[src/rtl/cdbus_rx_pkg.sv]
// Shared definitions for the CDBUS bit-level receiver: one-hot FSM states,
// CRC-16 constants and the per-byte CRC update helper.
package cdbus_rx_pkg;

  typedef enum logic [4:0] {
    ST_IDLE      = 5'b00001,
    ST_START     = 5'b00010,
    ST_DATA      = 5'b00100,
    ST_STOP      = 5'b01000,
    ST_WAIT_HIGH = 5'b10000
  } rx_state_e;

  localparam logic [15:0] CRC_POLY     = 16'hA001;
  localparam logic [15:0] CRC_INIT     = 16'hFFFF;
  localparam logic [9:0]  IDLE_CNT_MAX = 10'd1023;

  // Reflected CRC-16 update over one byte, LSB first.
  function automatic logic [15:0] crc16_byte(input logic [15:0] crc_in,
                                             input logic [7:0]  data);
    logic [15:0] c;
    c = crc_in ^ {8'h00, data};
    for (int i = 0; i < 8; i++) begin
      if (c[0]) begin
        c = (c >> 1) ^ CRC_POLY;
      end else begin
        c = c >> 1;
      end
    end
    return c;
  endfunction

endpackage

[src/rtl/rx_bit_timer.sv]
// Loadable bit-period down-counter. An explicit load sets the count (used for
// the half-bit offset to the start-bit centre); on reaching zero it emits a
// one-cycle expiry pulse and reloads the current divider, so a divider change
// only takes effect at the next reload.
module rx_bit_timer (
  input  logic        clk,
  input  logic        reset_n,
  input  logic        load_i,
  input  logic [15:0] load_val_i,
  input  logic [15:0] div_i,
  output logic        expire_o
);

  logic [15:0] cnt_q;
  logic [15:0] cnt_d;

  // Next count: explicit load wins, otherwise count down and auto-reload.
  always_comb begin
    cnt_d    = cnt_q;
    expire_o = 1'b0;
    if (load_i) begin
      cnt_d = load_val_i;
    end else if (cnt_q == 16'd0) begin
      cnt_d    = div_i;
      expire_o = 1'b1;
    end else begin
      cnt_d = cnt_q - 16'd1;
    end
  end

  // Counter register.
  always_ff @(posedge clk or negedge reset_n) begin
    if (!reset_n) begin
      cnt_q <= 16'd0;
    end else begin
      cnt_q <= cnt_d;
    end
  end

endmodule

[src/rtl/rx_des_frame.sv]
// CDBUS receive deserializer: synchronizes the rx pin, recovers UART-style
// bytes (first byte of a frame at div_ls, later bytes at div_hs), flags
// breaks and framing errors, detects bus idle / frame end and keeps a running
// CRC-16 over the delivered bytes of the current frame.
// Optional: define RX_GLITCH_FILTER_EN to add a 3-sample majority filter
// (one extra cycle of latency, rejects single-cycle pulses).
module rx_des_frame
  import cdbus_rx_pkg::*;
#(
  parameter int SYNC_STAGES = 2
) (
  input  logic        clk,
  input  logic        reset_n,
  input  logic        rx,
  input  logic [15:0] div_ls,
  input  logic [15:0] div_hs,
  input  logic [9:0]  idle_len,
  output logic [7:0]  byte_data,
  output logic        byte_valid,
  output logic        break_det,
  output logic        frame_err,
  output logic        frame_end,
  output logic        bus_idle,
  output logic [15:0] crc_data
);

  logic [SYNC_STAGES-1:0] sync_q;
  logic                   rx_sync_s;
  logic                   rx_s;

  // Input synchronizer chain; idle-high reset value avoids a false start.
  always_ff @(posedge clk or negedge reset_n) begin
    if (!reset_n) begin
      sync_q <= {SYNC_STAGES{1'b1}};
    end else begin
      sync_q <= {sync_q[SYNC_STAGES-2:0], rx};
    end
  end

  assign rx_sync_s = sync_q[SYNC_STAGES-1];

`ifdef RX_GLITCH_FILTER_EN
  logic [1:0] filt_q;

  // History of the two previous synchronized samples for the majority vote.
  always_ff @(posedge clk or negedge reset_n) begin
    if (!reset_n) begin
      filt_q <= 2'b11;
    end else begin
      filt_q <= {filt_q[0], rx_sync_s};
    end
  end

  assign rx_s = (rx_sync_s & filt_q[0]) | (rx_sync_s & filt_q[1]) |
                (filt_q[0] & filt_q[1]);
`else
  assign rx_s = rx_sync_s;
`endif

  rx_state_e   state_q, state_d;
  logic [7:0]  shift_q, shift_d;
  logic [2:0]  bit_cnt_q, bit_cnt_d;
  logic [7:0]  byte_data_q, byte_data_d;
  logic        byte_valid_q, byte_valid_d;
  logic        break_q, break_d;
  logic        ferr_q, ferr_d;
  logic        fend_q, fend_d;
  logic        bus_idle_q, bus_idle_d;
  logic [15:0] crc_q, crc_d;
  logic        in_frame_q, in_frame_d;
  logic        baud_sel_q, baud_sel_d;
  logic [15:0] idle_tmr_q, idle_tmr_d;
  logic [9:0]  idle_cnt_q, idle_cnt_d;
  logic        rx_prev_q;

  logic [15:0] div_s;
  logic        tmr_load_s;
  logic [15:0] tmr_load_val_s;
  logic        tmr_expire_s;
  logic [9:0]  idle_thr_s;

  assign div_s = baud_sel_q ? div_hs : div_ls;

  rx_bit_timer u_bit_timer (
    .clk        (clk),
    .reset_n    (reset_n),
    .load_i     (tmr_load_s),
    .load_val_i (tmr_load_val_s),
    .div_i      (div_s),
    .expire_o   (tmr_expire_s)
  );

  // Next-state, byte assembly, strobes, CRC and idle tracking.
  always_comb begin
    state_d        = state_q;
    shift_d        = shift_q;
    bit_cnt_d      = bit_cnt_q;
    byte_data_d    = byte_data_q;
    byte_valid_d   = 1'b0;
    break_d        = 1'b0;
    ferr_d         = 1'b0;
    fend_d         = 1'b0;
    crc_d          = crc_q;
    in_frame_d     = in_frame_q;
    baud_sel_d     = baud_sel_q;
    tmr_load_s     = 1'b0;
    tmr_load_val_s = {1'b0, div_s[15:1]};
    idle_tmr_d     = idle_tmr_q;
    idle_cnt_d     = idle_cnt_q;
    idle_thr_s     = idle_len;
    bus_idle_d     = 1'b0;

    case (state_q)
      ST_IDLE: begin
        if (!rx_s && rx_prev_q) begin
          state_d    = ST_START;
          tmr_load_s = 1'b1;
          if (!in_frame_q) begin
            crc_d = CRC_INIT;
          end else begin
            crc_d = crc_q;
          end
        end else begin
          state_d = ST_IDLE;
        end
      end
      ST_START: begin
        if (tmr_expire_s) begin
          if (rx_s) begin
            state_d = ST_IDLE;
          end else begin
            state_d   = ST_DATA;
            bit_cnt_d = 3'd0;
          end
        end else begin
          state_d = ST_START;
        end
      end
      ST_DATA: begin
        if (tmr_expire_s) begin
          shift_d = {rx_s, shift_q[7:1]};
          if (bit_cnt_q == 3'd7) begin
            state_d = ST_STOP;
          end else begin
            bit_cnt_d = bit_cnt_q + 3'd1;
          end
        end else begin
          state_d = ST_DATA;
        end
      end
      ST_STOP: begin
        if (tmr_expire_s) begin
          if (rx_s) begin
            byte_data_d  = shift_q;
            byte_valid_d = 1'b1;
            crc_d        = crc16_byte(crc_q, shift_q);
            in_frame_d   = 1'b1;
            baud_sel_d   = 1'b1;
            state_d      = ST_IDLE;
          end else if (shift_q == 8'h00) begin
            break_d    = 1'b1;
            in_frame_d = 1'b0;
            baud_sel_d = 1'b0;
            state_d    = ST_WAIT_HIGH;
          end else begin
            ferr_d     = 1'b1;
            in_frame_d = 1'b0;
            baud_sel_d = 1'b0;
            state_d    = ST_WAIT_HIGH;
          end
        end else begin
          state_d = ST_STOP;
        end
      end
      ST_WAIT_HIGH: begin
        if (rx_s) begin
          state_d = ST_IDLE;
        end else begin
          state_d = ST_WAIT_HIGH;
        end
      end
      default: begin
        state_d = ST_IDLE;
      end
    endcase

    // Idle time is always measured in low-speed bit periods.
    if ((state_q == ST_IDLE) && rx_s) begin
      if (idle_tmr_q >= div_ls) begin
        idle_tmr_d = 16'd0;
        if (idle_cnt_q != IDLE_CNT_MAX) begin
          idle_cnt_d = idle_cnt_q + 10'd1;
        end else begin
          idle_cnt_d = idle_cnt_q;
        end
      end else begin
        idle_tmr_d = idle_tmr_q + 16'd1;
        idle_cnt_d = idle_cnt_q;
      end
    end else begin
      idle_tmr_d = 16'd0;
      idle_cnt_d = 10'd0;
    end

    // A zero threshold still needs one full bit period of high line.
    if (idle_len == 10'd0) begin
      idle_thr_s = 10'd1;
    end else begin
      idle_thr_s = idle_len;
    end
    bus_idle_d = (idle_cnt_d >= idle_thr_s);

    if (bus_idle_d && !bus_idle_q && in_frame_q) begin
      fend_d     = 1'b1;
      in_frame_d = 1'b0;
      baud_sel_d = 1'b0;
    end else begin
      fend_d = 1'b0;
    end
  end

  // State and output registers.
  always_ff @(posedge clk or negedge reset_n) begin
    if (!reset_n) begin
      state_q      <= ST_IDLE;
      shift_q      <= 8'h00;
      bit_cnt_q    <= 3'd0;
      byte_data_q  <= 8'h00;
      byte_valid_q <= 1'b0;
      break_q      <= 1'b0;
      ferr_q       <= 1'b0;
      fend_q       <= 1'b0;
      bus_idle_q   <= 1'b0;
      crc_q        <= CRC_INIT;
      in_frame_q   <= 1'b0;
      baud_sel_q   <= 1'b0;
      idle_tmr_q   <= 16'd0;
      idle_cnt_q   <= 10'd0;
      rx_prev_q    <= 1'b1;
    end else begin
      state_q      <= state_d;
      shift_q      <= shift_d;
      bit_cnt_q    <= bit_cnt_d;
      byte_data_q  <= byte_data_d;
      byte_valid_q <= byte_valid_d;
      break_q      <= break_d;
      ferr_q       <= ferr_d;
      fend_q       <= fend_d;
      bus_idle_q   <= bus_idle_d;
      crc_q        <= crc_d;
      in_frame_q   <= in_frame_d;
      baud_sel_q   <= baud_sel_d;
      idle_tmr_q   <= idle_tmr_d;
      idle_cnt_q   <= idle_cnt_d;
      rx_prev_q    <= rx_s;
    end
  end

  assign byte_data  = byte_data_q;
  assign byte_valid = byte_valid_q;
  assign break_det  = break_q;
  assign frame_err  = ferr_q;
  assign frame_end  = fend_q;
  assign bus_idle   = bus_idle_q;
  assign crc_data   = crc_q;

endmodule

[config.mk]
export PLATFORM = sky130hd
export DESIGN_NAME = rx_des_frame
export DESIGN_NICKNAME = d
export VERILOG_FILES = /design/src/rtl/cdbus_rx_pkg.sv /design/src/rtl/rx_bit_timer.sv /design/src/rtl/rx_des_frame.sv
export SDC_FILE = /design/constraint.sdc
export NUM_CORES = 1
export LEC_CHECK = 0
export CAP_MARGIN = 20
export CORE_ASPECT_RATIO = 1.4
export CORE_MARGIN = 2
export CORE_UTILIZATION = 64
export DETAILED_ROUTE_END_ITERATION = 10
export DONT_BUFFER_PORTS = 1
export PLACE_DENSITY = 0.86
export SYNTH_ARGS = -nofsm -noshare
export SYNTH_HDL_FRONTEND = slang
export SYNTH_SLANG_ARGS = --single-unit
[constraint.sdc]
create_clock -name clk -period 4.2 [get_ports clk]
set_clock_uncertainty 0.1 [all_clocks]
set_input_delay 0.42 -clock clk [delete_from_list [all_inputs] [get_ports clk]]
set_output_delay 0.42 -clock clk [all_outputs]
set_load 0.02 [all_outputs]
==> Yosys cells after proc, flatten, opt, wreduce, memory -nomap -nowiden <==
Cells that the tools add are included.
{ "word_totals": {"out_inout_bits": 29, "input_bits": 45, "reg_bits": 91} }
{ "op_classes": {"addsub": 4, "bitwise_logic": 9, "order_cmp": 2, "muxes": 75, "eq_ne": 16, "n_reduce_logical": 18} }
{ "ops": {"columns": ["cell", "count"], "rows": [
  ["2-to-1 mux 16 bit", 38],
  ["2-to-1 mux 10 bit", 4],
  ["case mux 16 bit (2 select lines)", 1],
  ["2-to-1 mux 5 bit", 5],
  ["case mux 5 bit (5 select lines)", 1],
  ["inverter 2 -> 3 bit", 8],
  ["2-to-1 mux 1 bit", 19],
  ["adder 16 x 1 -> 16 bit, second input constant", 1],
  [">= comparator 16 bit", 1],
  ["logical NOT 16 bit", 1],
  ["inequality test 2 bit, second input constant", 8],
  ["subtractor 16 x 1 -> 16 bit, second input constant", 1],
  ["XOR 16 x 8 -> 16 bit", 1],
  ["2-to-1 mux 3 bit", 5],
  ["adder 10 x 1 -> 10 bit, second input constant", 1],
  [">= comparator 10 bit", 1],
  ["logical NOT 10 bit", 1],
  ["inequality test 10 bit, second input constant", 1],
  ["AND reduction 5 bit", 2],
  ["logical NOT 8 bit", 1],
  ["nonzero test 2 bit", 4],
  ["case mux 3 bit (2 select lines)", 1],
  ["equality test 5 x 1 -> 1 bit, second input constant", 1],
  ["equality test 5 x 2 -> 1 bit, second input constant", 1],
  ["11 further kinds", 16]
]} }

==> Logic depth before layout (Yosys ltp) <==
Gate-level depths: netlist of run 1.
{ "logic_depth": {"ltp_word": 42, "depth_mapped": 16, "depth_no_buf": 15} }

==> Hierarchy <==
A second synthesis of run 1 with hierarchy kept.
{ "unflattened": {"cells_unflattened": 567, "hier_area_um2": 5426.5} }
{ "by_module_without_submodules": {"columns": ["mod", "seq_area_each_um2", "area_per_inst_um2", "cells_each", "instances"], "rows": [
  ["rx_des_frame", 1901.8, 4279.1, 434, 1],
  ["rx_bit_timer", 400.4, 1147.4, 133, 1]
]} }

==> Worst setup path after synthesis of run 1 <==
OpenSTA, ideal clock, no wires.
{ "synth_path": {"kind": "input port to flip-flop", "from": "in div_ls[9]", "to": "reg fend_q (netlist: frame_end)", "path_stages": 15, "path_buffers": 1, "path_slack_ns": 0.680, "arrival_time_ns": 3.300, "setup_ns": 0.120, "path_cell_list": "inv_1 -> ha_1 -> a21oi_1 -> o21ai_0 -> a2111oi_0 -> o221a_2 -> buf_2 -> o31ai_1 -> a21oi_1 -> ha_1 -> a2111oi_0 -> nor2_1 -> a211oi_1 -> o31ai_1 -> and3_1"} }
{ "synth_via": {"elab_chain_cells": 7} }
{ "synth_rtl": {"columns": ["element", "line", "rtl"], "rows": [
  ["from (decl)", "rx_des_frame.sv:15", "input logic [15:0] div_ls,"],
  [">= comparator 16 bit", "rx_des_frame.sv:189", "if (idle_tmr_q >= div_ls) begin"],
  ["2-to-1 mux 10 bit", "rx_des_frame.sv:189", null],
  ["2-to-1 mux 10 bit", "rx_des_frame.sv:188", "if ((state_q == ST_IDLE) && rx_s) begin"],
  ["named net idle_cnt_d[5]", "rx_des_frame.sv:73", "logic [9:0] idle_cnt_q, idle_cnt_d;"],
  [">= comparator 10 bit", "rx_des_frame.sv:211", "bus_idle_d = (idle_cnt_d >= idle_thr_s);"],
  ["named net bus_idle_d", "rx_des_frame.sv:68", "logic bus_idle_q, bus_idle_d;"],
  ["logical AND 1 bit (2 in series)", "rx_des_frame.sv:213", "if (bus_idle_d && !bus_idle_q && in_frame_q) begin"],
  ["2-to-1 mux 1 bit", "rx_des_frame.sv:213", null],
  ["named net fend_d", "rx_des_frame.sv:67", "logic fend_q, fend_d;"],
  ["to (signal assigned)", "rx_des_frame.sv:248", "fend_q <= fend_d;"],
  ["to (decl)", "rx_des_frame.sv:67", null]
]} }
The timed path passes the listed nets, and every way through them passes these cells.
A chain may end at the register's enable or synchronous reset.

==> Worst setup path in the final report of run 1 <==
{ "layout_path": {"from": "reg idle_tmr_q[9]", "to": "reg baud_sel_q"} }
{ "layout_via": {"elab_chain_cells": 8, "word_cells_on_any_way": 10, "cone_classes": "order compare (2); mux (3); reduce/logical (5)"} }
{ "layout_rtl": {"columns": ["element", "line", "rtl"], "rows": [
  ["from (decl)", "rx_des_frame.sv:72", "logic [15:0] idle_tmr_q, idle_tmr_d;"],
  ["from (signal assigned)", "rx_des_frame.sv:253", "idle_tmr_q <= idle_tmr_d;"],
  [">= comparator 16 bit (*)", "rx_des_frame.sv:189", null],
  ["2-to-1 mux 10 bit (*)", "rx_des_frame.sv:189", null],
  ["2-to-1 mux 10 bit (*)", "rx_des_frame.sv:188", null],
  [">= comparator 10 bit (*)", "rx_des_frame.sv:211", null],
  ["named net bus_idle_d", "rx_des_frame.sv:68", null],
  ["logical AND 1 bit (*) (2 in series)", "rx_des_frame.sv:213", null],
  ["nonzero test 2 bit (no line)", null, null],
  ["AND reduction 2 bit (no line)", null, null],
  ["to (signal assigned)", "rx_des_frame.sv:252", "baud_sel_q <= baud_sel_d;"],
  ["to (decl)", "rx_des_frame.sv:71", "logic baud_sel_q, baud_sel_d;"]
]} }
Mark *: on every way through the listed nets, which the timed path passes. The rest lies on a longest branch.

==> flow_summary.yaml, run 1 <==
routing:
  drtPass1Iterations: 5
  wire_per_inst_um: 18.1
  postRouteAntennaNets: 0
  route.detailed.drc: 0
  via_per_inst: 6.25
  vias: 4184
  drt_iter0_drc: 377
  wirelength_um: 12100
layout:
  n_fill_cell: 609
  nets: 638
  drive_gt1_share_pct: 10.6
  final_util_pct: 71.0
  syn2layout_area_growth_pct: 8.26
  antenna_cells_inserted: 0
clock_tree:
  path_clk_slew_ps: 60
  cts.path.max_buffers: 2
  cts_buffers: 9
  cts_tree: "done"
  worstSkewPairLatency_ps: 340
  cts_sinks: 91
  htreeDepth: 3
  cts_root_buf: "clkbuf_16"
synthesis:
  syn_nets: 638
  yosysSeqAreaShare_pct: 43.3
  ys_ff_latch: 91
  synthAdderAreaFrac_pct: 7.30
  async_flop_share_pct: 100
  synth.distinct_cells: 65
  synth_top_family_by_area: "simple AND/OR/NAND/NOR gates"
  yosys_warnings: 0
  ys.flop_type: "dfrtp_1"
  synthMuxAreaShare_pct: 4.14
  synth_edf_count: 0
  synthXorXnorAreaFrac_pct: 8.62
  postSynthCellCount: 562
  syn_avg_cell_area_sq_um: 9.46
  synth-compound-area-share_pct: 13.6
  synthSimpleGateAreaFrac_pct: 19.0
  syn_area_sq_um: 5310
timing:
  worstMarginPinSlew_ps: 1030
  rsz0062_at_grt: "false"
  fmax_mhz: 258
  tns_ps: 0
  drv_slew: 0
  holdWs_ps: 213
  relSlewSlack_pct: 31.4
  setup_violations: 0
  hold_violations: 0
  period_share_pct: 92.2
  fin_crit_ps: 3870
min_path:
  holdCritPathClass: "in2reg"
global_routing:
  grt_pass1_wl_um: 20000
  grt_overflow_total: 0
  antenna_found_initial: 0
  grt_pass1_vias: 4366
  grt_use_total_pct: 28.3
  grt_max_degree: 92
power_and_ir_drop:
  pwr-share-comb_pct: 29.0
  p_int_w: 0.00200
  ir_worst_vdd_mv: 0.429
  p_switching_w: 0.00108
  switching_share_pct: 35.1
  powerDensity_nw_per_um2: 535
  leakagePower_nw: 2.75
  pwr-share-seq_pct: 43.9
  power.share.clock_pct: 27.2
floorplan:
  start_util_pct: 65.6
  die_h_um: 112
  fp.dieArea_sq_um: 9060
  die_x_um: 81.0
  num_io_pins: 74
  core_sq_um: 8100
  rows: 39
outcome:
  status: "finished clean"
job:
  max_cap_viol_count: 0
place:
  port-buffer-count: 0
  dpl.hpwl_um: 8670
  gp_congestion: 0.899
critical_path:
  critPathMaxFanout: 5
  cp.required_ps: 4260
  start_kind: "flop"
  crit_path_end_kind: "flop"
  crit_type: "reg2reg"
  critPathArrivalTime_ps: 3940
cell usage after synthesis (5+ instances only):
cell type   n  area [sq um]
dfstp_2    20           526
a21oi_1    27           135
o22a_1      5          43.8
and3_1     14          87.6
dfrtp_1    71          1780
nor4_1      7          43.8
o211ai_1    8          60.1
nor2_1     53           199
o21ai_1     9          45.0
or4_1       5          37.5
nand2_1    71           267
clkbuf_1   10          37.5
buf_2       5          25.0
xnor2_1    29           254
a21o_1      6          45.0
o21ai_0    19          95.1
o31ai_1    10          75.1
mux2i_1    13           130
nor3_1      8          40.0
inv_1      35           131
xor2_1     17           149
nand3_1    19          95.1
ha_1       31           388
metrics by stage:
stage,setup WS [ps],total power [W],cells,area [sq um]
detailed placement,270,0.00220,648,5380
global placement,464,0.00213,648,5380
floorplan,680,0.00201,562,5310
CTS,146,0.00308,667,5740
finish,326,0.00308,669,5750
global route,36.2,0.00325,669,5750
timing repair:
action                                  in CTS  in global routing
resized for setup                            0                  1
hold endpoints to repair                    92                  0
endpoints found under the setup margin       0                  2
hold buffers                                 3                  0
buffers inserted                             0                  2
flip-flops by register name (all words and copies together), names as in the netlist:
name	cells
u_bit_timer.cnt_q	16
sync_q	2
break_det	1
byte_data	8
crc_data	16
idle_cnt_q	10
baud_sel_q	1
byte_valid	1
bus_idle	1
shift_q	8
idle_tmr_q	16
rx_prev_q	1
state_q	5
bit_cnt_q	3
frame_end	1
frame_err	1
critical path: stages (launching register included):
cell       delay (ps)
dfrtp_1           420
ha_1              300
a21oi_1           150
o21ai_0           130
a2111oi_1         560
o221ai_1          340
a21boi_0          330
o21ai_1           120
ha_1              280
nand2b_1           90
a21o_1            110
a21o_1            110
a21oi_1            70
o31ai_1           420
a32oi_1           160
layer usage:
layer  routed length, um  vias to the layer above  track usage, %
met5                   0                        -               0
met4                 333                        0            12.1
met3                 622                       31            6.16
met2                6310                      126            48.5
met1                4820                     2055            33.6
li1                    -                     1972               -
cell usage in the layout, fill, tap and decap left out, types with 13 or more instances in the layout:
| master | count |
|---|---|
| mux2i_1 | 13 |
| dfrtp_1 | 71 |
| ha_1 | 31 |
| xnor2_1 | 29 |
| o21ai_0 | 19 |
| nand2_1 | 71 |
| dfstp_2 | 20 |
| nor2_1 | 53 |
| nand3_1 | 19 |
| and3_1 | 14 |
| xor2_1 | 17 |
| a21oi_1 | 27 |
| inv_1 | 35 |
final cells by class:
cell class	instances	area, sq um	share of cell area, %
Sequential cell	91	2300	40.0
Multi-Input combinational cell	418	2800	48.7
Inverter	35	131	2.28
Timing Repair Buffer	7	77.6	1.35
Clock buffer	11	254	4.41
Tap cell	102	128	2.22
Clock inverter	5	60.1	1.04
path summary, 6_finish.rpt:
check	depth (start not counted)	end	slack [ps]	from
max	14	baud_sel_q	330	idle_tmr_q[9]
min	2	u_bit_timer.cnt_q[4]	210	div_ls[5]
max reg2reg	14	baud_sel_q	330	idle_tmr_q[9]
min reg2reg	0	sync_q[1]	260	sync_q[0]
max in group asynchronous	2	rx_prev_q	3050	reset_n
min in group asynchronous	2	u_bit_timer.cnt_q[0]	560	reset_n
power groups by stage:
stage | clock network, W | logic [W] | registers (W)
2_1_floorplan | 0 | 0.000709 | 0.00131
3_3_place_gp | 0 | 0.000787 | 0.00135
3_5_place_dp | 0 | 0.000842 | 0.00136
4_1_cts | 0.000847 | 0.000885 | 0.00135
5_1_grt | 0.000889 | 0.000987 | 0.00137
6_report | 0.000836 | 0.000893 | 0.00135
kinds of logic (layout without fill, tap and decap cells):
group / count (synthesis) / in the layout
flops: 91 / 91
xor+xnor: 49 / 49
simple gates: 207 / 207
mux: 21 / 21
compound gates: 110 / 110
buf+inv: 53 / 58
fa+ha+maj: 31 / 31
No activity file was read; power rests on OpenSTA's default activity.
==> run 2: changes to the inputs <==
Settings changed: CORE_UTILIZATION 64 to 58, PLACE_DENSITY 0.86 to 0.82.
Clock period 4.2 ns to 3.5 ns, I/O delays scaled along.
==> flow_summary.yaml, run 2 (same netlist as run 1, synthesis figures left out) <==
power_and_ir_drop:
  p_int_w: 0.00239
  ir_worst_vdd_mv: 0.579
  p_switching_w: 0.00130
  leakagePower_nw: 2.89
  power.share.clock_pct: 27.9
  powerDensity_nw_per_um2: 603
  pwr-share-seq_pct: 43.3
  pwr-share-comb_pct: 28.8
  switching_share_pct: 35.3
  total_power_w: 0.00369
critical_path:
  reg2reg_from: "idle_tmr_q[14]"
  cp.required_ps: 3640
  critPathMaxFanout: 6
  cp-startpoint: "idle_tmr_q[14]"
  max_stage_delay_ps: 430
  crit_path_end_kind: "flop"
  crit_family: "compound AO/OA/AOI/OAI gates"
  crit_type: "reg2reg"
  start_kind: "flop"
  cp_cell_sequence: "ha_1 > nand4_1 > nor2_4 > o311ai_4 > o221a_4 > or4_4 > a21oi_4 > ha_4 > o21a_1 > o211ai_1 > nor2_1 > a211oi_2 > o31ai_4 > and3_1"
  crit_buf_inv: 0
  critPathArrivalTime_ps: 3700
  cp_slowest_cell: "or4_4"
floorplan:
  fp.dieArea_sq_um: 9950
  start_util_pct: 59.2
  rows: 41
  core_sq_um: 8980
  num_io_pins: 74
  die_h_um: 117
  die_x_um: 84.9
clock_tree:
  cts_buffers: 9
  htreeDepth: 3
  cts.path.max_buffers: 2
  cts_sinks: 91
  cts_tree: "done"
  cts_root_buf: "clkbuf_16"
  path_clk_slew_ps: 70
  worstSkewPairLatency_ps: 350
job:
  max_cap_viol_count: 0
layout:
  n_fill_cell: 639
  ff_latch_area_sq_um: 2300
  final_cell_mix: "nand2_1 (71), dfrtp_1 (71), nor2_1 (51)"
  drive_gt1_share_pct: 18.3
  multi_input_area_sq_um: 3000
  syn2layout_area_growth_pct: 15.3
  stdcell_area_sq_um: 6130
  nets: 662
  final_util_pct: 68.2
  layout.cells.non_filler: 698
  antenna_cells_inserted: 0
global_routing:
  grt_overflow_total: 0
  antenna_found_initial: 0
  grt_pass1_vias: 4324
  grt_use_total_pct: 26.0
  grt_pass1_wl_um: 20400
  grt_max_degree: 92
routing:
  drt_iter0_drc: 239
  postRouteAntennaNets: 0
  route.detailed.drc: 0
  wirelength_um: 12600
  via_per_inst: 6.19
  vias: 4321
  drtPass1Iterations: 6
  wire_per_inst_um: 18.0
timing:
  worstMarginPinSlew_ps: 1090
  fin_crit_ps: 3560
  rsz0062_at_grt: "true"
  drv_slew: 0
  setup_violations: 2
  final.setup.worst_slack_ps: -60.9
  relSlewSlack_pct: 27.3
  period_share_pct: 102
  hold_violations: 0
  fmax_mhz: 281
min_path:
  holdCritPathClass: "in2reg"
  min_from: "div_ls[5]"
outcome:
  status: "finished with violations"
  failed_checks: "negative setup slack"
place:
  port-buffer-count: 0
  pre_cts_ws_ps: -269
  placed_area_sq_um: 5520
  dp_cells: 671
  dpl.hpwl_um: 8650
  gp_congestion: 0.828
==> run 2: cell types whose count changed in the layout (fill, tap and decap cells not counted), sizes merged <==
cell / previous run / this run
clkbuf: 11 / 9
clkinv: 3 / 1
inv: 35 / 40
o221a: 1 / 2
clkinvlp: 1 / 0
buf: 5 / 28
==> run 2: through the flow <==
| step | setup TNS, ps | hold slack (ps) |
|---|---|---|
| floorplan | 0 | -45.6 |
| global placement | -23.0 | -40.2 |
| detailed placement | -568 | -41.1 |
| CTS | -31.6 | 129 |
| global route | -397 | 159 |
| finish | -106 | 126 |
==> run 2: cell type report <==
class                           instances  area share (%)
Clock inverter                          7            1.43
Timing Repair Buffer                   30            4.08
Inverter                               35            2.14
Multi-Input combinational cell        419            48.9
Tap cell                              107            2.19
Sequential cell                        91            37.6
Clock buffer                            9            3.68
==> run 2: path summary, 6_finish.rpt <==
path / to / slack [ps] / cells after the start
max: frame_end / -60 / 14
min: u_bit_timer.cnt_q[4] / 130 / 2
max reg2reg: frame_end / -60 / 14
min reg2reg: sync_q[1] / 260 / 0
max in group asynchronous: u_bit_timer.cnt_q[2] / 2440 / 2
min in group asynchronous: frame_err / 480 / 2
==> run 2: routing by layer <==
layer  GRT usage, %  vias to the layer above  part of all wire [%]
met1           29.5                     2123                    38
met2           47.7                      140                    54
met5              0                        -                     0
met4           13.7                        0                   4.1
met3           3.58                       38                   3.9
li1               -                     2020                     -
==> run 2: power groups by stage <==
stage	Sequential, W	Combinational (W)	Clock [W]
global route	0.00163	0.00118	0.00108
floorplan	0.00157	0.000851	0
CTS	0.00160	0.00106	0.00103
global placement	0.00161	0.000969	0
finish	0.00160	0.00106	0.00103
detailed placement	0.00162	0.00101	0
==> run 2: what timing repair did <==
action,in CTS,in global routing
resized for setup,22,13
buffers inserted,5,2
hold buffers,3,0
endpoints found under the setup margin,3,3
pin swaps,16,4
gates cloned,1,0
hold endpoints to repair,92,0
==> run 2: worst register-to-register path: stages, from the launching register on <==
cell and delay [ps]:
dfrtp_1 390, ha_1 320, nand4_1 160, nor2_4 180, o311ai_4 150, o221a_4 290
or4_4 440, a21oi_4 170, ha_4 220, o21a_1 170, o211ai_1 230, nor2_1 90
a211oi_2 230, o31ai_4 120, and3_1 190
